==> src/rtl/pkt_attr_sequencer.sv <==
// Packet-type decoder for the baseband TX path: latches payload attributes at the
// first encode slot, then tracks payload bits and slot occupancy until the packet ends.
module pkt_attr_sequencer #(
    parameter int LEN_W     = 10,
    parameter int PYLEN_W   = LEN_W + 3,
    parameter int SLOT_W    = 3,
    parameter int MAX_SLOTS = 5
) (
    input  logic               clk_6M,
    input  logic               rstz,
    input  logic [3:0]         pk_type,
    input  logic               is_BRmode,
    input  logic               is_eSCO,
    input  logic               is_SCO,
    input  logic               pktype_data,
    input  logic [LEN_W-1:0]   regi_payloadlen,
    input  logic               pk_encode_1stslot,
    input  logic               ms_tslot_p,
    input  logic               bit_en,
    input  logic               abort,
    output logic [PYLEN_W-1:0] pylenbit_q,
    output logic [SLOT_W-1:0]  occupy_slots_q,
    output logic               fec31_q,
    output logic               fec32_q,
    output logic               crc_q,
    output logic               brmode_q,
    output logic               dpsk_q,
    output logic               pyhdr_q,
    output logic               brss_q,
    output logic               busy,
    output logic [PYLEN_W-1:0] bits_left,
    output logic [SLOT_W-1:0]  slot_idx,
    output logic               extendslot,
    output logic               payload_done,
    output logic               len_err
);

    typedef enum logic [1:0] {IDLE, PAYLOAD, HOLD} state_t;

    localparam logic [SLOT_W-1:0] MAX_S = SLOT_W'(MAX_SLOTS);

    state_t              state_q, state_d;
    logic [PYLEN_W-1:0]  len_d, bytes_d, bits_d;
    logic [SLOT_W-1:0]   slots_d, slot_d, occ_next;
    logic                fec31_d, fec32_d, crc_d, br_d, dpsk_d, pyhdr_d;
    logic                latch, done_d, err_d, ext_d;
    int                  slot_raw;

    // Attribute decode
    always_comb begin
        bytes_d  = PYLEN_W'(regi_payloadlen) + PYLEN_W'(pktype_data);
        len_d    = bytes_d << 3;
        pyhdr_d  = 1'b1;
        fec31_d  = 1'b0;
        fec32_d  = 1'b1;
        crc_d    = 1'b1;
        br_d     = 1'b1;
        dpsk_d   = 1'b1;
        slot_raw = 1;
        case (pk_type)
            4'h0, 4'h1: begin
                len_d   = '0;
                pyhdr_d = 1'b0;
            end
            4'h2: begin
                len_d   = PYLEN_W'(144);
                pyhdr_d = 1'b0;
            end
            4'h4: begin
                fec32_d = 1'b0;
                br_d    = is_BRmode;
            end
            4'h5: begin
                len_d   = PYLEN_W'(80);
                fec31_d = 1'b1;
                crc_d   = 1'b0;
                pyhdr_d = 1'b0;
            end
            4'h6: begin
                pyhdr_d = 1'b0;
                if (is_eSCO) begin
                    br_d    = 1'b0;
                    fec32_d = 1'b0;
                end else begin
                    len_d = PYLEN_W'(160);
                    crc_d = 1'b0;
                end
            end
            4'h7: begin
                pyhdr_d = 1'b0;
                if (is_eSCO && is_BRmode) begin
                    fec32_d = 1'b0;
                end else if (is_eSCO) begin
                    crc_d  = 1'b0;
                    br_d   = 1'b0;
                    dpsk_d = 1'b0;
                end else begin
                    fec32_d = 1'b0;
                    crc_d   = 1'b0;
                    len_d   = PYLEN_W'(240);
                end
            end
            4'h8: begin
                if (is_SCO) begin
                    len_d = PYLEN_W'(80) + ((PYLEN_W'(regi_payloadlen) + PYLEN_W'(1)) << 3);
                end else begin
                    br_d    = 1'b0;
                    dpsk_d  = 1'b0;
                    fec32_d = 1'b0;
                end
            end
            4'h9: crc_d = 1'b0;
            4'ha: begin
                slot_raw = 3;
                br_d     = is_BRmode;
            end
            4'hb: begin
                slot_raw = 3;
                br_d     = is_BRmode;
                dpsk_d   = is_BRmode;
            end
            4'hc: begin
                slot_raw = 3;
                pyhdr_d  = 1'b0;
                br_d     = is_BRmode;
            end
            4'hd: begin
                slot_raw = 3;
                pyhdr_d  = 1'b0;
                br_d     = is_BRmode;
                dpsk_d   = is_BRmode;
            end
            4'he: begin
                slot_raw = 5;
                br_d     = is_BRmode;
            end
            4'hf: begin
                slot_raw = 5;
                br_d     = is_BRmode;
                dpsk_d   = is_BRmode;
            end
            default: ;
        endcase
        slots_d = (slot_raw > MAX_SLOTS) ? MAX_S : SLOT_W'(slot_raw);
    end

    // Sequencing: within a cycle the bit count is resolved before the slot boundary
    always_comb begin
        state_d = state_q;
        bits_d  = bits_left;
        slot_d  = slot_idx;
        latch   = 1'b0;
        done_d  = 1'b0;
        err_d   = len_err;
        case (state_q)
            IDLE: begin
                if (pk_encode_1stslot) begin
                    latch   = 1'b1;
                    bits_d  = len_d;
                    slot_d  = SLOT_W'(1);
                    err_d   = 1'b0;
                    state_d = (len_d != '0) ? PAYLOAD : HOLD;
                end
            end
            PAYLOAD: begin
                if (bit_en) begin
                    bits_d = bits_left - PYLEN_W'(1);
                    if (bits_left == PYLEN_W'(1)) begin
                        done_d  = 1'b1;
                        state_d = HOLD;
                    end
                end
                if (ms_tslot_p) begin
                    if (slot_idx < occupy_slots_q) begin
                        slot_d = slot_idx + SLOT_W'(1);
                    end else begin
                        state_d = IDLE;
                        if (!done_d) err_d = 1'b1;
                    end
                end
            end
            HOLD: begin
                if (ms_tslot_p) begin
                    if (slot_idx < occupy_slots_q) slot_d = slot_idx + SLOT_W'(1);
                    else                           state_d = IDLE;
                end
            end
            default: state_d = IDLE;
        endcase
        if (abort) begin
            state_d = IDLE;
            bits_d  = '0;
            slot_d  = '0;
            latch   = 1'b0;
            done_d  = 1'b0;
            err_d   = len_err;
        end
        occ_next = latch ? slots_d : occupy_slots_q;
        ext_d    = (state_d != IDLE) && (occ_next > SLOT_W'(1)) && (slot_d < occ_next);
    end

    always_ff @(posedge clk_6M or negedge rstz) begin
        if (!rstz) begin
            state_q        <= IDLE;
            pylenbit_q     <= '0;
            occupy_slots_q <= '0;
            fec31_q        <= 1'b0;
            fec32_q        <= 1'b0;
            crc_q          <= 1'b0;
            brmode_q       <= 1'b0;
            dpsk_q         <= 1'b0;
            pyhdr_q        <= 1'b0;
            bits_left      <= '0;
            slot_idx       <= '0;
            extendslot     <= 1'b0;
            payload_done   <= 1'b0;
            len_err        <= 1'b0;
        end else begin
            state_q      <= state_d;
            bits_left    <= bits_d;
            slot_idx     <= slot_d;
            extendslot   <= ext_d;
            payload_done <= done_d;
            len_err      <= err_d;
            if (latch) begin
                pylenbit_q     <= len_d;
                occupy_slots_q <= slots_d;
                fec31_q        <= fec31_d;
                fec32_q        <= fec32_d;
                crc_q          <= crc_d;
                brmode_q       <= br_d;
                dpsk_q         <= dpsk_d;
                pyhdr_q        <= pyhdr_d;
            end
        end
    end

    assign busy   = (state_q != IDLE);
    assign brss_q = brmode_q & (occupy_slots_q == SLOT_W'(1));

endmodule

==> config.mk <==
export PLATFORM = sky130hd
export DESIGN_NAME = pkt_attr_sequencer
export DESIGN_NICKNAME = d
export VERILOG_FILES = /design/src/rtl/pkt_attr_sequencer.sv
export SDC_FILE = /design/constraint.sdc
export NUM_CORES = 1
export LEC_CHECK = 0
export CAP_MARGIN = 20
export CORE_AREA = 2 2 103 75
export DETAILED_ROUTE_END_ITERATION = 10
export DIE_AREA = 0 0 105 77
export MAX_ROUTING_LAYER = met4
export PLACE_DENSITY = 0.75
export SYNTH_ARGS = -nofsm -noshare
export SYNTH_HDL_FRONTEND = slang
export SYNTH_SLANG_ARGS = --single-unit
export TNS_END_PERCENT = 10
==> constraint.sdc <==
create_clock -name clk_6M -period 3.1 [get_ports clk_6M]
set_input_delay 0.31 -clock clk_6M [delete_from_list [all_inputs] [get_ports clk_6M]]
set_output_delay 0.31 -clock clk_6M [all_outputs]
set_load 0.03 [all_outputs]
==> results.cfg <==
[sta]
setup_violations = 0
finClkSkew_ps = 12.59
relSlewSlack = 0.4024
hold_viol = 0
fin_crit_ps = 2739
drv_slew = 0
rsz0062_at_grt = false
timing.final.crit_share = 0.8835
finalSetupTns_ps = 0
tightest_slew_ps = 896.4
fmax_ghz = 0.3651

[yosys]
ys.flop_type = dfrtp_1
async_flop_share = 1.000
synth_seq_cells = 40
synth_cell_type_count = 64
avgSynthCellArea_sq_um = 7.736
synth.cell_area_sq_um = 3420
ys_warn_count = 0
synth_cells = 442
synth_seq_area_share = 0.2927
synth_edf_count = 0

[detailed_routing]
route.detailed.drc = 0
final_antenna_net_count = 0
vias = 3694
wire_per_inst_um = 16.50
drtIter0Drc = 296
vias_per_cell = 6.056
drt-total-wl_mm = 10.07
drtPass1Iterations = 5

[critical_path]
path_max_fanout = 5
max_stage_delay_ps = 490
end_kind = flip-flop
cp_slowest_cell = clkdlybuf4s50_1
worstSetupPathType = input pin to flip-flop
required_ps = 3340
path_cells = clkdlybuf4s50_1 > ha_1 > xor2_1 > ha_1 > nor2_1 > a21oi_1 > o221ai_1 > buf_4 > nor4_4 > xnor2_1 > a2111oi_2 > a41o_1
arrival_ps = 2970
crit_top_cell = ha_1
critical_path.startpoint_type = input pin

[final_layout]
fillers = 662
drive_gt1_frac = 0.09570
post-route-util = 0.6136
seqCellArea_sq_um = 1001
multi_input_area_sq_um = 2217
n_antenna_cell = 0
num-nets-final = 550
area_delta_synth_final_pct = 27.26

[worst_hold_path]
worst_hold_path_type = input pin to asynchronous set/reset pin

[floorplanning]
die_h_um = 77
ioPinCount = 67
start_util = 0.4822
dieArea_sq_um = 8085
rows = 26
coreArea_sq_um = 7092
die_w_um = 105

[cts]
clkTransAtPathRegs_ps = 90
hold_buffers = 0
htreeDepth = 2
cts_buffer_depth = 2
cts_root_buf = clkbuf_8
cts_tree = done
clkLatencyLatePin_ps = 300
cts_resized = 0
tritoncts.num_buffers = 5
cts.sinks = 40
post_cts_buffers = 0

[power_and_ir_drop]
p_leak_nw = 1.862
power.total_mw = 1.993
p_per_area_nw_per_um2 = 458.1
peakVddDrop_uv = 276.9

[placed_design]
port_buffers = 63
dp_hpwl_mm = 7.729
gp_congestion = 0.9100

[global_route]
grt_max_degree = 41
grt_first_pass_wirelength_mm = 16.97
gr-total-overflow = 0
grt_pass1_vias = 3446
antenna_found_initial = 0
track_usage = 0.2628

[job]
cap_violations = 0

[run_status]
status = finished, final reports clean
layout by cell type (no fill, tap or decap), types with 6 or more instances in the layout:
master / instances
clkdlybuf4s50_1: 62
nand2_1: 45
nor2_1: 41
dfrtp_1: 40
a21oi_1: 34
o21ai_0: 30
buf_4: 26
inv_1: 21
nor3_1: 17
ha_1: 15
nand3_1: 14
xnor2_1: 11
nand2b_1: 11
nor4_1: 7
a31oi_1: 7
or2_2: 6
nor2b_1: 6
a211oi_1: 6
o22ai_1: 6
and3_1: 6
power breakdown:
group	internal [mW]	total [mW]	switching, mW	leakage, nW
Clock	0.239	0.438	0.200	0.0541
Sequential	0.592	0.665	0.0731	0.516
Combinational	0.363	0.890	0.527	1.29
sequential cells by signal (all words and copies together), names as in the netlist, 2 cells and up:
register / flops
bits_left: 13
pylenbit_q: 10
occupy_slots_q: 3
slot_idx: 3
state_q: 2
layout make-up:
class	instances	share of cell area
multi-input cells	354	0.5095
flip-flops and latches	40	0.2300
repair buffers	89	0.1886
well taps	98	0.02818
inverters	21	0.01811
clock buffers	5	0.01581
clock inverters	3	0.009776
kinds of logic (layout without fill, tap and decap cells):
logic type	after synthesis	after routing	share of synthesized area
XOR/XNOR	14	14	0.03586
adder cells (fa/ha/maj)	15	15	0.05488
AO/OA/AOI/OAI	143	143	0.2832
other	1	3	0.001097
buffers and inverters	50	118	0.06111
AND/OR/NAND/NOR	176	176	0.2620
flip-flops	40	40	0.2927
multiplexers	3	3	0.009147
per-layer routing:
layer,share of wire,global-route usage,vias up
li1,-,-,1753
met4,0.012,0.05733,0
met2,0.44,0.3786,155
met3,0.069,0.04592,15
met1,0.48,0.3853,1771
met5,0,-,-
metrics by stage:
step / hold slack (ps) / cells / worst slack, ps / cell area, sq um
after global placement: 462.8 / 602 / 179.7 / 4240
after global routing: 204.3 / 610 / 112.5 / 4352
final: 124.5 / 610 / 361.2 / 4352
after floorplan: 14.41 / 444 / 542.3 / 3427
after CTS: 154.2 / 610 / 405.1 / 4352
after detailed placement: 461.6 / 602 / 116.6 / 4240
final timing paths:
kind	start	to	slack [ps]	cells after the start
worst min-delay path	rstz	extendslot	120	1
max in group asynchronous	rstz	pylenbit_q[6]	2410	1
worst max-delay path	regi_payloadlen[0]	state_q[1]	360	12
worst min register to register	crc_q	crc_q	490	2
worst max register to register	occupy_slots_q[1]	extendslot	440	11
min in group clk_6M	crc_q	crc_q	490	2
synthesized netlist by cell type, types with 4 or more instances:
cell type,instances,share of area
a211o_1,5,0.013
a211oi_1,6,0.013
a21oi_1,34,0.050
a221oi_1,5,0.013
a2bb2oi_1,4,0.010
a31oi_1,7,0.013
and2_1,4,0.0073
and3_1,6,0.011
buf_4,5,0.011
clkbuf_1,21,0.023
dfrtp_1,40,0.29
ha_1,15,0.055
inv_1,21,0.023
nand2_1,45,0.049
nand2b_1,11,0.020
nand3_1,14,0.020
nand4_1,4,0.0073
nor2_1,41,0.045
nor2b_1,6,0.011
nor3_1,17,0.025
nor4_1,7,0.013
o211a_1,5,0.015
o21a_1,5,0.011
o21ai_0,30,0.044
o22ai_1,6,0.011
o31ai_1,4,0.0088
o32ai_1,4,0.010
or2_2,6,0.011
xnor2_1,11,0.028
critical path: cells and delay by family:
family	cells	cell delay, ps
compound gates	4	1010
buf+inv	2	670
simple gates	2	220
fa+ha+maj	2	460
xor+xnor	2	310
(Power assumes the default switching activity.)
